**src/rtl/mmcm_reset_supervisor.sv**
```systemverilog
// MMCM reset and lock supervisor on the free-running reference clock.
// Pulses the MMCM reset, waits for a synchronised lock, and retries after a
// timeout. The system reset is released only after lock has been stable for
// a full window. Retry and lock-loss counts are kept for board diagnostics.
//
// state        | meaning
// -------------+-----------------------------------------------------------
// ST_RST_MMCM  | mmcm_rst held high for RST_PULSE_CYCLES
// ST_WAIT_LOCK | MMCM released, waiting for lock, retry after the timeout
// ST_STABILIZE | lock seen, must hold for STABLE_CYCLES before release
// ST_RUN       | sys_rst released, any lock drop restarts the MMCM
module mmcm_reset_supervisor #(
   parameter int TCQ                 = 1,
   parameter int LOCK_SYNC_STAGES    = 3,
   parameter int RST_PULSE_CYCLES    = 16,
   parameter int LOCK_TIMEOUT_CYCLES = 100000,
   parameter int STABLE_CYCLES       = 1024
) (
   input  logic       clk_in,
   input  logic       reset,
   input  logic       locked_in,
   input  logic       clear_cnt,
   output logic       mmcm_rst,
   output logic       sys_rst,
   output logic       ready,
   output logic [7:0] retry_cnt,
   output logic [7:0] lock_loss_cnt
);

   localparam int MAX_AB  = (RST_PULSE_CYCLES > LOCK_TIMEOUT_CYCLES) ?
                            RST_PULSE_CYCLES : LOCK_TIMEOUT_CYCLES;
   localparam int MAX_CYC = (MAX_AB > STABLE_CYCLES) ? MAX_AB : STABLE_CYCLES;
   localparam int CNT_W   = (MAX_CYC > 1) ? $clog2(MAX_CYC) : 1;

   // The shared timer is a down-counter: it is loaded with the phase length
   // minus one on every state change and the phase ends at terminal count 0.
   localparam logic [CNT_W-1:0] RST_TC     = CNT_W'(RST_PULSE_CYCLES - 1);
   localparam logic [CNT_W-1:0] TIMEOUT_TC = CNT_W'(LOCK_TIMEOUT_CYCLES - 1);
   localparam logic [CNT_W-1:0] STABLE_TC  = CNT_W'(STABLE_CYCLES - 1);

   // Refuse to elaborate with parameter values the sequencing cannot honour.
   if (LOCK_SYNC_STAGES < 2 || RST_PULSE_CYCLES < 1 || LOCK_TIMEOUT_CYCLES < 1 ||
       STABLE_CYCLES < 1 || TCQ < 0) begin : g_bad_params
      $error("mmcm_reset_supervisor: parameter out of range");
   end

   typedef enum logic [1:0] {
      ST_RST_MMCM  = 2'd0,
      ST_WAIT_LOCK = 2'd1,
      ST_STABILIZE = 2'd2,
      ST_RUN       = 2'd3
   } state_t;

   state_t                      state_q, state_d;
   logic [CNT_W-1:0]            cnt_q, cnt_d;
   logic [LOCK_SYNC_STAGES-1:0] sync_q, sync_d;
   logic                        mmcm_rst_q, mmcm_rst_d;
   logic                        sys_rst_q, sys_rst_d;
   logic                        ready_q, ready_d;
   logic [7:0]                  retry_q, retry_d;
   logic [7:0]                  loss_q, loss_d;
   logic                        lock_s;
   logic                        retry_inc;
   logic                        loss_inc;

   assign lock_s = sync_q[LOCK_SYNC_STAGES-1];

   // Shift the asynchronous lock flag through the synchroniser chain.
   always_comb begin
      sync_d = {sync_q[LOCK_SYNC_STAGES-2:0], locked_in};
   end

   // Next state, timer reload on every transition, counter increment requests.
   always_comb begin
      state_d   = state_q;
      cnt_d     = (cnt_q != '0) ? cnt_q - CNT_W'(1) : cnt_q;
      retry_inc = 1'b0;
      loss_inc  = 1'b0;
      case (state_q)
         ST_RST_MMCM: begin
            if (cnt_q == '0) begin
               state_d = ST_WAIT_LOCK;
               cnt_d   = TIMEOUT_TC;
            end
         end
         ST_WAIT_LOCK: begin
            // A lock arriving on the timeout cycle still wins.
            if (lock_s) begin
               state_d = ST_STABILIZE;
               cnt_d   = STABLE_TC;
            end else if (cnt_q == '0) begin
               state_d   = ST_RST_MMCM;
               cnt_d     = RST_TC;
               retry_inc = 1'b1;
            end
         end
         ST_STABILIZE: begin
            // A glitch is not a retry: go back and wait with a fresh timeout.
            if (!lock_s) begin
               state_d = ST_WAIT_LOCK;
               cnt_d   = TIMEOUT_TC;
            end else if (cnt_q == '0) begin
               state_d = ST_RUN;
               cnt_d   = '0;
            end
         end
         ST_RUN: begin
            if (!lock_s) begin
               state_d  = ST_RST_MMCM;
               cnt_d    = RST_TC;
               loss_inc = 1'b1;
            end
         end
         default: begin
            state_d = ST_RST_MMCM;
            cnt_d   = RST_TC;
         end
      endcase
   end

   // Outputs are decoded from the next state so they switch on the same edge
   // as the transition and come straight from flops.
   always_comb begin
      mmcm_rst_d = (state_d == ST_RST_MMCM);
      sys_rst_d  = (state_d != ST_RUN);
      ready_d    = (state_d == ST_RUN);
   end

   // Saturating diagnostic counters; a clear beats a coincident increment.
   always_comb begin
      retry_d = retry_q;
      loss_d  = loss_q;
      if (clear_cnt) begin
         retry_d = '0;
         loss_d  = '0;
      end else begin
         if (retry_inc && (retry_q != 8'hFF)) begin
            retry_d = retry_q + 8'd1;
         end
         if (loss_inc && (loss_q != 8'hFF)) begin
            loss_d = loss_q + 8'd1;
         end
      end
   end

   // State, timer, synchroniser and output registers with async reset.
   always_ff @(posedge clk_in or posedge reset) begin
      if (reset) begin
         state_q    <= ST_RST_MMCM;
         cnt_q      <= RST_TC;
         sync_q     <= '0;
         mmcm_rst_q <= 1'b1;
         sys_rst_q  <= 1'b1;
         ready_q    <= 1'b0;
         retry_q    <= '0;
         loss_q     <= '0;
      end else begin
         state_q    <= state_d;
         cnt_q      <= cnt_d;
         sync_q     <= sync_d;
         mmcm_rst_q <= mmcm_rst_d;
         sys_rst_q  <= sys_rst_d;
         ready_q    <= ready_d;
         retry_q    <= retry_d;
         loss_q     <= loss_d;
      end
   end

   assign mmcm_rst      = mmcm_rst_q;
   assign sys_rst       = sys_rst_q;
   assign ready         = ready_q;
   assign retry_cnt     = retry_q;
   assign lock_loss_cnt = loss_q;

endmodule

```
**config.mk**
```make
export PLATFORM = sky130hd
export DESIGN_NAME = mmcm_reset_supervisor
export DESIGN_NICKNAME = d
export VERILOG_FILES = /design/src/rtl/mmcm_reset_supervisor.sv
export SDC_FILE = /design/constraint.sdc
export NUM_CORES = 1
export LEC_CHECK = 0
export ABC_AREA = 1
export CORE_MARGIN = 5
export CORE_UTILIZATION = 45
export DETAILED_ROUTE_END_ITERATION = 6
export SYNTH_ARGS = -nofsm -noshare
export SYNTH_HDL_FRONTEND = slang
export SYNTH_SLANG_ARGS = --single-unit
```
**constraint.sdc**
```tcl
create_clock -name clk_in -period 3 [get_ports clk_in]
set_input_delay 0.9 -clock clk_in [delete_from_list [all_inputs] [get_ports clk_in]]
set_output_delay 0.9 -clock clk_in [all_outputs]
set_load 0.005 [all_outputs]
```
==> results of run 1 <==
synth_stat cells, types with 2 or more instances:
master	count	area, µm²
sky130_fd_sc_hd__or2_2	2	12.5
sky130_fd_sc_hd__nand2_1	87	327
sky130_fd_sc_hd__nor2_8	2	40.0
sky130_fd_sc_hd__nand2_2	4	25.0
sky130_fd_sc_hd__inv_1	42	158
sky130_fd_sc_hd__dfrtp_1	35	876
sky130_fd_sc_hd__nand4_1	18	113
sky130_fd_sc_hd__nor2_1	40	150
sky130_fd_sc_hd__xor2_1	6	52.6
sky130_fd_sc_hd__a21oi_1	9	45.0
sky130_fd_sc_hd__nor2_4	2	22.5
sky130_fd_sc_hd__ha_1	5	62.6
sky130_fd_sc_hd__dfstp_2	6	158
sky130_fd_sc_hd__nand3b_1	4	30.0
sky130_fd_sc_hd__o21ai_2	3	26.3
sky130_fd_sc_hd__buf_2	2	10.0
sky130_fd_sc_hd__nand3_1	34	170
sky130_fd_sc_hd__o31ai_1	3	22.5
sky130_fd_sc_hd__nor3_1	3	15.0
sky130_fd_sc_hd__o21ai_0	7	35.0
sky130_fd_sc_hd__nor2_2	5	31.3
sky130_fd_sc_hd__xnor2_1	6	52.6
flip-flops by register name (all words and copies together) (netlist names):
register	count
sync_q	3
cnt_q	17
lock_loss_cnt	8
mmcm_rst	1
ready	1
state_q	2
sys_rst	1
retry_cnt	8
layout make-up:
cell class	count	share of cell area
clock buffers	5	0.0229
clock inverters	3	0.0217
inverters	44	0.0551
multi-input cells	251	0.450
flip-flops and latches	41	0.345
well taps	72	0.0300
repair buffers	23	0.0759
kinds of logic (layout without fill, tap and decap cells):
family,Yosys count,in the layout
buf+inv,49,75
xor+xnor,12,12
simple gates,206,206
compound gates,28,28
flops,41,41
fa+ha+maj,5,5
worst register-to-register path: stages, from the launching register on:
cell and delay (ps):
sky130_fd_sc_hd__dfstp_2 550, sky130_fd_sc_hd__inv_1 70, sky130_fd_sc_hd__ha_1 230, sky130_fd_sc_hd__nand2_2 160
sky130_fd_sc_hd__nor2_8 90, sky130_fd_sc_hd__nand3_4 250, sky130_fd_sc_hd__nand2_1 140, sky130_fd_sc_hd__nand2_1 140
sky130_fd_sc_hd__nand2_1 70, sky130_fd_sc_hd__a21oi_1 140
metrics by stage:
stage          total power [µW]  cells  hold WS, ps
3_5_place_dp               1440    431          335
6_report                   1960    439          351
3_3_place_gp               1430    431          332
5_1_grt                    2110    439          354
2_1_floorplan              1260    341          331
4_1_cts                    1980    439          353
power by group through the flow:
| stage | Clock (µW) | Combinational, µW | Sequential (µW) |
|---|---|---|---|
| after global routing | 572 | 727 | 810 |
| after CTS | 546 | 638 | 792 |
| after floorplan | 0 | 488 | 777 |
| after global placement | 0 | 631 | 800 |
| after detailed placement | 0 | 634 | 803 |
| final | 533 | 633 | 795 |
path summary, 6_finish.rpt:
kind | depth (start not counted) | slack [ps] | startpoint | to
worst min-delay path | 0 | 350 | sync_q[1] | sync_q[2]
worst min register to register | 0 | 350 | sync_q[1] | sync_q[2]
worst max register to register | 9 | 1080 | cnt_q[0] | cnt_q[14]
worst max-delay path | 1 | 770 | lock_loss_cnt[2] | lock_loss_cnt[2]
min in group asynchronous | 3 | 1030 | reset | lock_loss_cnt[1]
max in group asynchronous | 3 | 1600 | reset | cnt_q[0]
layer usage:
metal | part of all wire | global-route usage | up-vias | routed length, µm
li1 | - | - | 1161 | -
met1 | 0.46 | 0.231 | 1057 | 2700
met2 | 0.48 | 0.290 | 55 | 2780
met3 | 0.045 | 0.0346 | 9 | 263
met4 | 0.014 | 0.0504 | 0 | 79
met5 | 0 | 0 | - | 0
==> flow_summary.ini, run 1 <==
[run]
drv.max_cap_violation_count = 0

[cells_and_area]
area_delta_synth_final_pct = 16.2
most-common-layout-cells = 87 x sky130_fd_sc_hd__nand2_1, 42 x sky130_fd_sc_hd__inv_1, 40 x sky130_fd_sc_hd__nor2_1
n_antenna_cell = 0
final_layout_size_suffix_gt1_frac = 0.109
finalCoreUtilization = 0.541
fillerInstances = 535
multiInputGateArea_mm2 = 0.00135
final_common_cell = sky130_fd_sc_hd__nand2_1
area.sequential_mm2 = 0.00103
design_area_mm2 = 0.00300
final_net_count = 375

[logic_synthesis]
number_of_distinct_library_cells_after_synthesis = 38
post_synth.cell_area_avg_um2 = 7.57
synth-warning-count = 0
synth_cells = 341
synth-adder-area-share = 0.0242
total_standard_cell_area_after_synthesis_mm2 = 0.00258
ys_seq_area_frac = 0.401
simple_gate_fraction_of_synth_area = 0.389
synthArstFlopShare = 1.00
synth.mux.area_fraction = 0
number_of_synthesized_flops_with_an_enable_pin = 0
synth_nets = 350
largest_family_of_logic_cells_by_synthesized_area = simple AND/OR/NAND/NOR gates
ys_seq_elements = 41
synth-compound-area-share = 0.0689
synth_xor_xnor_area_share = 0.0407
synth_top_flop_cell = sky130_fd_sc_hd__dfrtp_1

[die]
fp.dieArea_mm2 = 0.00735
pin_count = 23
die_h_um = 85.7
std_cell_rows = 27
initial_cell_density_of_the_core = 0.466
core_region_area_mm2 = 0.00554
die_width_um = 85.7

[cts]
max_buffers_root_to_sink = 2
cts_made_buffers = 5
cts_repair_resize_count = 0
tritoncts_num_sinks = 41
cts_tree = built
clock_tree_root_buffer_cell = sky130_fd_sc_hd__clkbuf_8
number_of_buffers_inserted_by_post_cts_setup_repair = 0
path_clk_slew_ps = 90
cts_hold_buf = 0
clkLatencyLatePin_ps = 300
htree_num_levels = 2

[sta]
final_ws_setup_ps = 773
max_freq_ghz = 0.449
fin_crit_ps = 2230
timing.final.setup_violations = 0
timing_max_transition_violations_final = 0
fin_setup_tns_ps = 0
finalHoldViolCount = 0
fin_worst_skew_ps = 9.23
worst-slew-pin-transition_ps = 513
unrepaired_setup_endpoints_after_global_routing = no
slew_headroom = 0.656
min_period_over_period = 0.742

[critical_path]
critical_path.startpoint_type = register
crit_type = reg2out
arrival_ps = 1330
critical_path_peak_fanout = 7
critical_path.endpoint_type = output port
required_ps = 2100
slowest_stage = sky130_fd_sc_hd__clkdlybuf4s50_1
slowest_cell_delay_on_critical_path_ps = 550
ordered_cell_list_for_the_critical_path = clkdlybuf4s50_1
cell_family_contributing_the_most_delay_on_the_critical_path = buffers and inverters
critical_path_buf_inv_count = 1

[detailed_routing]
antenna_violating_nets_left = 0
remaining_drc_errors = 0
routed-via-count = 2282
postRouteWirelength_um = 5830
detail_route.vias_per_cell = 5.20
drt-initial-drc-count = 121
detail_route.wl_per_cell_um = 13.3
first_pass_iters = 5

[power]
combinationalPowerShare = 0.323
power_per_cell_area_mw_per_mm2 = 654
p_leak_uw = 0.00146
power.ir.vdd_worst_mv = 0.317
seqPwrFrac = 0.406
net-switching-power_uw = 709
netSwitchingFraction = 0.362
power.share.clock = 0.272
internal-power_uw = 1250

[global_routing]
grt_max_degree = 42
global_route.usage.total = 0.175
grt.overflow.total = 0
grt_pass1_vias = 2270
initial_antenna_violation_count = 0
grt_first_pass_wirelength_um = 10500

[place]
place_worst_setup_slack_ps = 542
port-buffer-count = 22
routabilityCongestion = 0.818
dpl_cell_area_mm2 = 0.00287
post-dp-hpwl_um = 4200

[status]
result_of_the_run = finished clean

[min_path]
worstHoldPathType = reg2reg
Note: power is estimated with default switching activity, not from simulation.
==> run 2: changes to the inputs <==
==> constraint.sdc (replaced) <==
create_clock -name clk_in -period 2.3 [get_ports clk_in]
set_input_delay 0.69 -clock clk_in [delete_from_list [all_inputs] [get_ports clk_in]]
set_output_delay 0.69 -clock clk_in [all_outputs]
set_load 0.005 [all_outputs]
==> run 2 against run 1 <==
Net effect:
- largest cell class unchanged
- highest routed layer unchanged
- sequential power grew 30%
- sequential cell count unchanged
- final area grew 0.17%
- critical endpoint unchanged
==> flow_summary.ini, run 2 (same netlist as run 1, synthesis figures left out) <==
[die]
initial_cell_density_of_the_core = 0.466
core_region_area_mm2 = 0.00554
pin_count = 23
fp.dieArea_mm2 = 0.00735
die_h_um = 85.7
die_width_um = 85.7
std_cell_rows = 27

[sta]
min_period_over_period = 0.867
finalHoldViolCount = 0
fin_crit_ps = 1990
timing_max_transition_violations_final = 0
timing.final.setup_violations = 0
fin_worst_skew_ps = 6.88
max_freq_ghz = 0.502
unrepaired_setup_endpoints_after_global_routing = no
fin_setup_tns_ps = 0
final_ws_setup_ps = 306
worst-slew-pin-transition_ps = 373
slew_headroom = 0.750

[cells_and_area]
area_delta_synth_final_pct = 16.4
most-common-layout-cells = 87 x sky130_fd_sc_hd__nand2_1, 42 x sky130_fd_sc_hd__inv_1, 40 x sky130_fd_sc_hd__nor2_1
final_layout_size_suffix_gt1_frac = 0.111
final_net_count = 377
final_common_cell = sky130_fd_sc_hd__nand2_1
finalCoreUtilization = 0.542
max_reg_flops = 17
largest-register = cnt_q
n_antenna_cell = 0

[global_routing]
global_route.usage.total = 0.176
grt_first_pass_wirelength_um = 10500
grt_pass1_vias = 2285
initial_antenna_violation_count = 0
grt_max_degree = 42
grt.overflow.total = 0

[cts]
max_buffers_root_to_sink = 2
cts_repair_resize_count = 0
clkLatencyLatePin_ps = 290
cts_made_buffers = 5
cts_hold_buf = 0
clock_tree_root_buffer_cell = sky130_fd_sc_hd__clkbuf_8
path_clk_slew_ps = 80
cts_tree = built
tritoncts_num_sinks = 41
htree_num_levels = 2
number_of_buffers_inserted_by_post_cts_setup_repair = 0

[critical_path]
critical_path.endpoint_type = output port
arrival_ps = 1300
critPathLaunch = lock_loss_cnt[2]
critical_path_peak_fanout = 7
worstRegToRegCells = 8
regToRegSetupSlack_ps = 420
slowest_cell_delay_on_critical_path_ps = 550
critical_path.reg2reg.startpoint = cnt_q[0]
rr_endpoint = cnt_q[9]
critical_path_buf_inv_count = 1
critical_path.startpoint_type = register
cp-endpoint = lock_loss_cnt[2]
crit_cells = 1
slowest_stage = sky130_fd_sc_hd__clkdlybuf4s50_1
cell_family_contributing_the_most_delay_on_the_critical_path = buffers and inverters
ordered_cell_list_for_the_critical_path = clkdlybuf4s50_1
crit_type = reg2out
required_ps = 1610

[place]
place_worst_setup_slack_ps = 379
post-dp-hpwl_um = 4250
routabilityCongestion = 0.820
port-buffer-count = 22

[power]
power_per_cell_area_mw_per_mm2 = 819
netSwitchingFraction = 0.374
power.share.clock = 0.239
net-switching-power_uw = 920
power.ir.vdd_worst_mv = 0.423
p_leak_uw = 0.00146
internal-power_uw = 1540
combinationalPowerShare = 0.341
totalPowerFinal_uw = 2460
seqPwrFrac = 0.420

[detailed_routing]
remaining_drc_errors = 0
first_pass_iters = 4
routed-via-count = 2267
antenna_violating_nets_left = 0
detail_route.vias_per_cell = 5.14
postRouteWirelength_um = 5810
drt-initial-drc-count = 124
detail_route.wl_per_cell_um = 13.2

[min_path]
worstHoldPathType = reg2reg

[status]
result_of_the_run = finished clean

[run]
drv.max_cap_violation_count = 0
run 2: cell types whose count changed in the layout (fill, tap and decap cells not counted):
cell                        change
sky130_fd_sc_hd__buf_12         +1
sky130_fd_sc_hd__clkinv_4       +1
sky130_fd_sc_hd__buf_4          +1
sky130_fd_sc_hd__clkinv_2       -1
sky130_fd_sc_hd__clkbuf_1       +1
sky130_fd_sc_hd__bufinv_16      -1
run 2: layout make-up:
class | count | area [µm²]
clock buffer | 6 | 72.6
clock inverter | 2 | 38.8
fill | 557 | 2540
inverter | 44 | 165
multi-input combinational | 251 | 1350
sequential | 41 | 1030
tap | 72 | 90.1
timing repair buffer | 25 | 255
run 2: power by group through the flow:
stage,registers (µW),logic (µW),clock network [µW]
final,1030,839,587
after global routing,1060,968,639
after CTS,1030,848,608
after detailed placement,1050,842,0
after global placement,1040,835,0
after floorplan,1010,637,0
run 2: per-layer routing:
metal,vias up,GRT usage,part of all wire,wire length (µm)
met5,-,0,0,0
met4,0,0.0604,0.019,112
met3,13,0.0355,0.039,226
met2,43,0.299,0.49,2840
met1,1053,0.222,0.45,2630
li1,1158,-,-,-
run 2: through the flow:
stage | std cells | area (µm²) | hold slack, ps
6_report | 441 | 3000 | 366
5_1_grt | 441 | 3000 | 381
4_1_cts | 441 | 3000 | 374
3_5_place_dp | 433 | 2890 | 350
2_1_floorplan | 341 | 2580 | 331
3_3_place_gp | 433 | 2890 | 331
run 2: worst min path at each step:
| stage | start | endpoint | slack, ps | cells past startpoint |
|---|---|---|---|---|
| after floorplan | sync_q[0] | sync_q[1] | 330 | 0 |
| after global placement | sync_q[0] | sync_q[1] | 330 | 0 |
| after detailed placement | sync_q[1] | sync_q[2] | 350 | 0 |
| after CTS | sync_q[0] | sync_q[1] | 370 | 0 |
| after global routing | sync_q[1] | sync_q[2] | 380 | 0 |
| final | sync_q[1] | sync_q[2] | 370 | 0 |
run 2: worst reg2reg max path, delay by kind of cell (launching register included):
family / cells / cell delay, ps
AND/OR/NAND/NOR: 5 / 840
flip-flops: 1 / 550
adder cells (fa/ha/maj): 1 / 230
AO/OA/AOI/OAI: 1 / 80
buffers and inverters: 1 / 60
